--- src/rtl/instr_fetch_if.sv ---
// Fetch-stage bus bundle: instruction-memory request/response, redirect input
// and the valid/ready handshake towards decode.
interface instr_fetch_if #(
    parameter int ADDR_W  = 16,
    parameter int INSTR_W = 32
);
    logic               imem_en;
    logic [ADDR_W-1:0]  imem_addr;
    logic [INSTR_W-1:0] imem_rdata;
    logic               redirect_valid;
    logic [ADDR_W-1:0]  redirect_pc;
    logic               dec_valid;
    logic               dec_ready;
    logic [INSTR_W-1:0] dec_instr;
    logic [ADDR_W-1:0]  dec_pc;

    modport master (
        output imem_en,
        output imem_addr,
        input  imem_rdata,
        input  redirect_valid,
        input  redirect_pc,
        output dec_valid,
        input  dec_ready,
        output dec_instr,
        output dec_pc
    );

    modport slave (
        input  imem_en,
        input  imem_addr,
        output imem_rdata,
        output redirect_valid,
        output redirect_pc,
        input  dec_valid,
        output dec_ready,
        input  dec_instr,
        input  dec_pc
    );
endinterface

--- src/rtl/instr_fetch.sv ---
// Instruction fetch stage: PC, synchronous imem requests, in-order instruction FIFO to decode.
// Optional HALT-opcode detection is built when FETCH_HALT_DETECT_EN is defined.
module instr_fetch #(
    parameter int                ADDR_W    = 16,
    parameter int                INSTR_W   = 32,
    parameter logic [ADDR_W-1:0] RESET_PC  = '0,
    parameter int                BUF_DEPTH = 2
) (
    input  logic          clk,
    input  logic          rst,
    instr_fetch_if.master bus
`ifdef FETCH_HALT_DETECT_EN
    ,
    output logic          halted
`endif
);
    localparam int               PTR_W    = (BUF_DEPTH > 1) ? $clog2(BUF_DEPTH) : 1;
    localparam int               OCC_W    = $clog2(BUF_DEPTH + 2) + 1;
    localparam logic [PTR_W-1:0] LAST_PTR = PTR_W'(BUF_DEPTH - 1);
    localparam logic [OCC_W-1:0] DEPTH_C  = OCC_W'(BUF_DEPTH);

    function automatic logic [PTR_W-1:0] ptr_inc(input logic [PTR_W-1:0] p);
        logic [PTR_W-1:0] n;
        if (p == LAST_PTR) begin
            n = '0;
        end else begin
            n = p + PTR_W'(1);
        end
        return n;
    endfunction

    logic [ADDR_W-1:0]  pc_r;
    logic [ADDR_W-1:0]  inflight_pc_r;
    logic               inflight_r;
    logic               halted_r;
    logic [OCC_W-1:0]   count_r;
    logic [PTR_W-1:0]   head_r;
    logic [PTR_W-1:0]   tail_r;
    logic [INSTR_W-1:0] buf_instr_r [BUF_DEPTH];
    logic [ADDR_W-1:0]  buf_pc_r    [BUF_DEPTH];

    logic               dec_valid_s;
    logic               pop_s;
    logic               push_s;
    logic               req_s;
    logic               halt_hit_s;
    logic [OCC_W-1:0]   occ_s;

    // Per-cycle request / capture / pop decisions; occupancy counts the word still in flight
    always_comb begin
        dec_valid_s = (count_r != '0);
        pop_s       = dec_valid_s && bus.dec_ready;
        occ_s       = count_r + OCC_W'(inflight_r) - OCC_W'(pop_s);
        push_s      = 1'b0;
        req_s       = 1'b0;
        if (rst || bus.redirect_valid) begin
            push_s = 1'b0;
            req_s  = 1'b0;
        end else begin
            push_s = inflight_r && !halted_r;
            req_s  = !halted_r && (occ_s < DEPTH_C);
        end
    end

`ifdef FETCH_HALT_DETECT_EN
    localparam logic [5:0] HALT_OP = 6'b111111;
    assign halt_hit_s = push_s && (bus.imem_rdata[INSTR_W-1 -: 6] == HALT_OP);
    assign halted     = halted_r;
`else
    assign halt_hit_s = 1'b0;
`endif

    // PC, outstanding-request tracking and halt flag
    always_ff @(posedge clk) begin
        if (rst) begin
            pc_r          <= RESET_PC;
            inflight_r    <= 1'b0;
            inflight_pc_r <= '0;
            halted_r      <= 1'b0;
        end else if (bus.redirect_valid) begin
            pc_r       <= bus.redirect_pc;
            inflight_r <= 1'b0;
            halted_r   <= 1'b0;
        end else begin
            inflight_r <= req_s;
            if (req_s) begin
                pc_r          <= pc_r + ADDR_W'(1);
                inflight_pc_r <= pc_r;
            end
            if (halt_hit_s) begin
                halted_r <= 1'b1;
            end
        end
    end

    // Instruction FIFO; a flush drops every buffered word
    always_ff @(posedge clk) begin
        if (rst) begin
            count_r <= '0;
            head_r  <= '0;
            tail_r  <= '0;
            for (int i = 0; i < BUF_DEPTH; i++) begin
                buf_instr_r[i] <= '0;
                buf_pc_r[i]    <= '0;
            end
        end else if (bus.redirect_valid) begin
            count_r <= '0;
            head_r  <= '0;
            tail_r  <= '0;
        end else begin
            if (push_s) begin
                buf_instr_r[tail_r] <= bus.imem_rdata;
                buf_pc_r[tail_r]    <= inflight_pc_r;
                tail_r              <= ptr_inc(tail_r);
            end
            if (pop_s) begin
                head_r <= ptr_inc(head_r);
            end
            count_r <= count_r + OCC_W'(push_s) - OCC_W'(pop_s);
        end
    end

    assign bus.imem_en   = req_s;
    assign bus.imem_addr = pc_r;
    assign bus.dec_valid = dec_valid_s;
    assign bus.dec_instr = buf_instr_r[head_r];
    assign bus.dec_pc    = buf_pc_r[head_r];
endmodule

--- src/flat_wrapper.sv ---
// flat-port wrapper written by rule: the top's interface ports become plain ports
module instr_fetch_flat 
#(
    parameter int                ADDR_W    = 16,
    parameter int                INSTR_W   = 32,
    parameter logic [ADDR_W-1:0] RESET_PC  = '0,
    parameter int                BUF_DEPTH = 2
)
  (clk, rst, bus_imem_en, bus_imem_addr, bus_imem_rdata, bus_redirect_valid, bus_redirect_pc, bus_dec_valid, bus_dec_ready, bus_dec_instr, bus_dec_pc);
  instr_fetch_if #(.ADDR_W(ADDR_W), .INSTR_W(INSTR_W)) bus_i ();
  input  logic clk;
  input  logic rst;
  output wire logic [$bits(bus_i.imem_en)-1:0] bus_imem_en;
  output wire logic [$bits(bus_i.imem_addr)-1:0] bus_imem_addr;
  input wire logic [$bits(bus_i.imem_rdata)-1:0] bus_imem_rdata;
  input wire logic [$bits(bus_i.redirect_valid)-1:0] bus_redirect_valid;
  input wire logic [$bits(bus_i.redirect_pc)-1:0] bus_redirect_pc;
  output wire logic [$bits(bus_i.dec_valid)-1:0] bus_dec_valid;
  input wire logic [$bits(bus_i.dec_ready)-1:0] bus_dec_ready;
  output wire logic [$bits(bus_i.dec_instr)-1:0] bus_dec_instr;
  output wire logic [$bits(bus_i.dec_pc)-1:0] bus_dec_pc;
  assign bus_imem_en = bus_i.imem_en;
  assign bus_imem_addr = bus_i.imem_addr;
  assign bus_i.imem_rdata = bus_imem_rdata;
  assign bus_i.redirect_valid = bus_redirect_valid;
  assign bus_i.redirect_pc = bus_redirect_pc;
  assign bus_dec_valid = bus_i.dec_valid;
  assign bus_i.dec_ready = bus_dec_ready;
  assign bus_dec_instr = bus_i.dec_instr;
  assign bus_dec_pc = bus_i.dec_pc;
  instr_fetch #(.ADDR_W(ADDR_W), .INSTR_W(INSTR_W), .RESET_PC(RESET_PC), .BUF_DEPTH(BUF_DEPTH)) u_core (.clk(clk), .rst(rst), .bus(bus_i));
endmodule
--- config.mk ---
export PLATFORM = sky130hd
export DESIGN_NAME = instr_fetch_flat
export DESIGN_NICKNAME = d
export VERILOG_FILES = /design/src/rtl/instr_fetch_if.sv /design/src/rtl/instr_fetch.sv /design/src/flat_wrapper.sv
export SDC_FILE = /design/constraint.sdc
export NUM_CORES = 1
export LEC_CHECK = 0
export CAP_MARGIN = 10
export CORE_MARGIN = 2
export CORE_UTILIZATION = 25
export DETAILED_ROUTE_END_ITERATION = 12
export HOLD_SLACK_MARGIN = 0.15
export PLACE_DENSITY = 0.48
export SYNTH_ARGS = -nofsm -noshare
export SYNTH_HDL_FRONTEND = slang
export SYNTH_SLANG_ARGS = --single-unit
--- constraint.sdc ---
create_clock -name clk -period 6.39 [get_ports clk]
set_input_delay 0.9585 -clock clk [delete_from_list [all_inputs] [get_ports clk]]
set_output_delay 0.9585 -clock clk [all_outputs]
set_load 0.01 [all_outputs]
==> impl_metrics.yaml <==
final_layout:
  regArea_um2: 3660
  fin_util_pct: 34.5
  fillers: 2358
  fin_nets: 657
  multi_input_area_um2: 2150
  drive_gt1_share_pct: 16.0
  antenna_cells: 0
  syn2layout_area_growth_pct: 35.5
grt:
  grt_pass1_wl_um: 22900
  grt_use_total_pct: 11.9
  antenna_found_initial: 0
  grt_pass1_vias: 4298
  grt_max_degree: 50
  grt_overflow: 0
timing:
  tightestPinTransition_ns: 0.725
  rsz0062_at_grt: "false"
  whs_ns: 0.462
  clock_skew_ns: 0.00881
  worst_slack_ns: 1.61
  post-route-period-util_pct: 74.8
  fmax_mhz: 209
  hold_violations: 0
  min_period_ns: 4.78
  finalSetupTns_ns: 0
  report.final.slew_viol_count: 0
  finalSetupViolCount: 0
  relSlewSlack_pct: 51.7
clocking:
  clk_path_buf_depth: 2
  cts_tree: "yes"
  ctsRootBufferMaster: "clkbuf_16"
  numCtsBuffers: 17
  post_cts_resized: 0
  cts_hold_buf: 0
  post_cts_buffers: 0
  clock_latency_ns: 0.41
  cts.clk_slew.worst_paths_ns: 0.05
  htree_levels: 4
  cts_num_sinks: 135
outcome:
  status: "complete, no violations"
power:
  irDropWorstVdd_mv: 0.136
  clock_power_share_pct: 43.6
  power_density_nw_per_um2: 265
  intPower_uw: 1650
  power_switching_share_pct: 23.0
  combPwrFrac_pct: 9.6
  switchingPower_uw: 493
  p_total_uw: 2140
  leakage_uw: 0.00288
  power_frac_seq_pct: 46.7
logic_synthesis:
  synth_top_area_share_pct: 48.4
  synth.distinct_cells: 42
  synth_area_um2: 5960
  synthTopCellsByCount: "103 x and2_1, 96 x edfxtp_1, 49 x mux2_2"
  synth-edff-count: 96
  synth_ff_type: "edfxtp_1"
  synth-seq-cells: 135
  yosysWarnings: 0
  yosys-top-cells-area: "edfxtp_1 48%, dfxtp_1 13%, and2_1 11%, mux2_2 9.3%, nand2_1 2.9%"
  yosys.area.top_type: "edfxtp_1"
  synth_nets: 539
  synthCells: 481
  ys_async_sr_fraction_pct: 0
  synth_most_common_cell: "and2_1"
  ys_seq_area_share_pct: 61.5
  syn_avg_cell_area_um2: 12.4
routing:
  dr.pass1.iters: 4
  routed-via-count: 4027
  antenna_left: 0
  route.detailed.drc: 0
  vias_per_cell: 4.33
  wl_um: 14200
  wl_per_cell_um: 15.3
  drt_iter0_drc: 192
place:
  dpl_worst_slack_ns: 1.59
  place_congestion: 0.807
  portBuffers: 117
  dp_hpwl_um: 9050
die:
  rows: 56
  die_area_um2: 25100
  die_w_um: 158
  die_h_um: 158
  num_io_pins: 118
  coreArea_um2: 23400
  initial_utilization_pct: 25.5
setup_path:
  cp.arrival_ns: 3.82
  path_class: "in2out"
  cpMostUsedCell: "clkdlybuf4s50_1"
  end_kind: "primary output"
  crit_chain: "clkdlybuf4s50_1 -> and2_1 -> ha_1 -> nand2b_1 -> fa_1 -> xnor3_4 -> nand3_1 -> buf_4 -> clkinv_1 -> clkdlybuf4s50_1"
  cp_max_fo: 31
  slowest_delay_ns: 0.50
  timing.critical_path.buf_inv: 4
  crit_family: "buffers and inverters"
  cp-start-kind: "input port"
  worst_path_max_delay_cell: "clkdlybuf4s50_1"
  crit_required_ns: 5.43
job:
  cap_viol_max_count: 0
hold_path:
  hp-class: "reg2reg"
[logic make-up after synthesis]
family | count (synthesis) | synth area share, %
flip-flops | 135 | 61.5
AO/OA/AOI/OAI | 51 | 5.15
adder cells (fa/ha/maj) | 6 | 1.51
XOR/XNOR | 9 | 1.89
AND/OR/NAND/NOR | 190 | 17.9
multiplexers | 50 | 9.43
buffers and inverters | 40 | 2.63
[registers in the layout, indices dropped and copies added, names as in the netlist, named ones only]
| signal | flops |
|---|---|
| u_core.inflight_pc_r | 16 |
| u_core.count_r | 3 |
| u_core.tail_r | 1 |
| u_core.buf_pc_r | 32 |
| u_core.inflight_r | 1 |
| u_core.buf_instr_r | 64 |
| u_core.bus.imem_addr | 16 |
| u_core.head_r | 1 |
[worst reg2reg max path, cell delays in order, from the launching register on]
cell and delay (ns):
dfxtp_1 0.37, or3_2 0.51, and2_1 0.21, ha_1 0.30, nand2b_1 0.16, fa_1 0.43
xnor3_4 0.33, nand3_1 0.11, buf_4 0.30, clkinv_1 0.15, buf_4 0.24, xnor2_1 0.16
a211oi_1 0.22
[worst paths after layout]
path,end,slack [ns],from,cells past startpoint
setup / recovery,bus_imem_en,1.61,bus_dec_ready,10
hold / removal,u_core.inflight_pc_r[1],0.46,u_core.inflight_pc_r[1],2
setup reg to reg,u_core.bus.imem_addr[0],2.80,u_core.count_r[1],12
hold reg to reg,u_core.inflight_pc_r[1],0.46,u_core.inflight_pc_r[1],2
[metrics by stage]
| step | area, um2 | instances |
|---|---|---|
| 2_1_floorplan | 5960 | 481 |
| 3_3_place_gp | 7500 | 899 |
| 3_5_place_dp | 7500 | 899 |
| 4_1_cts | 8070 | 931 |
| 5_1_grt | 8070 | 931 |
| 6_report | 8070 | 931 |
[routing by layer]
layer,up-vias,GRT usage (%),routed length [um],share of wire [%]
li1,1949,-,-,-
met1,1950,15.3,6680,47
met2,118,19.4,6570,46
met3,10,3.76,858,6.0
met4,0,3.56,134,0.94
met5,-,0,0,0
[cells in the final DEF (no fill, tap or decap), drive strengths merged, types with 2 or more instances in the layout]
cell type / synthesis / final
nand2: 46 / 46
nor4: 2 / 2
dfxtp: 39 / 39
nand4: 4 / 4
nor3: 6 / 6
clkdlybuf4s50: 0 / 117
o22ai: 4 / 4
o211ai: 2 / 2
o311ai: 4 / 4
inv: 12 / 17
o21ai: 2 / 2
and2: 103 / 103
mux2: 49 / 49
a22oi: 2 / 2
nand3: 7 / 7
or3: 4 / 4
buf: 6 / 9
nor2: 6 / 6
or4: 5 / 5
fa: 2 / 2
a21oi: 23 / 23
ha: 4 / 4
clkbuf: 21 / 18
clkinv: 1 / 8
xnor2: 7 / 7
edfxtp: 96 / 96
a31oi: 12 / 12
[layout make-up]
type | instances | share of cell area (%)
sequential | 135 | 45.4
multi-input combinational | 306 | 26.6
timing repair buffer | 126 | 15.3
clock buffer | 18 | 5.58
tap | 319 | 4.94
clock inverter | 14 | 1.49
inverter | 13 | 0.604
[power by group through the flow]
stage	logic, uW	registers, uW	clock network (uW)
after floorplan	90.2	1020	0
after global placement	209	1020	0
after detailed placement	210	1020	0
after CTS	211	1000	964
after global routing	226	1010	1010
final	207	1000	935
(Power assumes the default switching activity.)
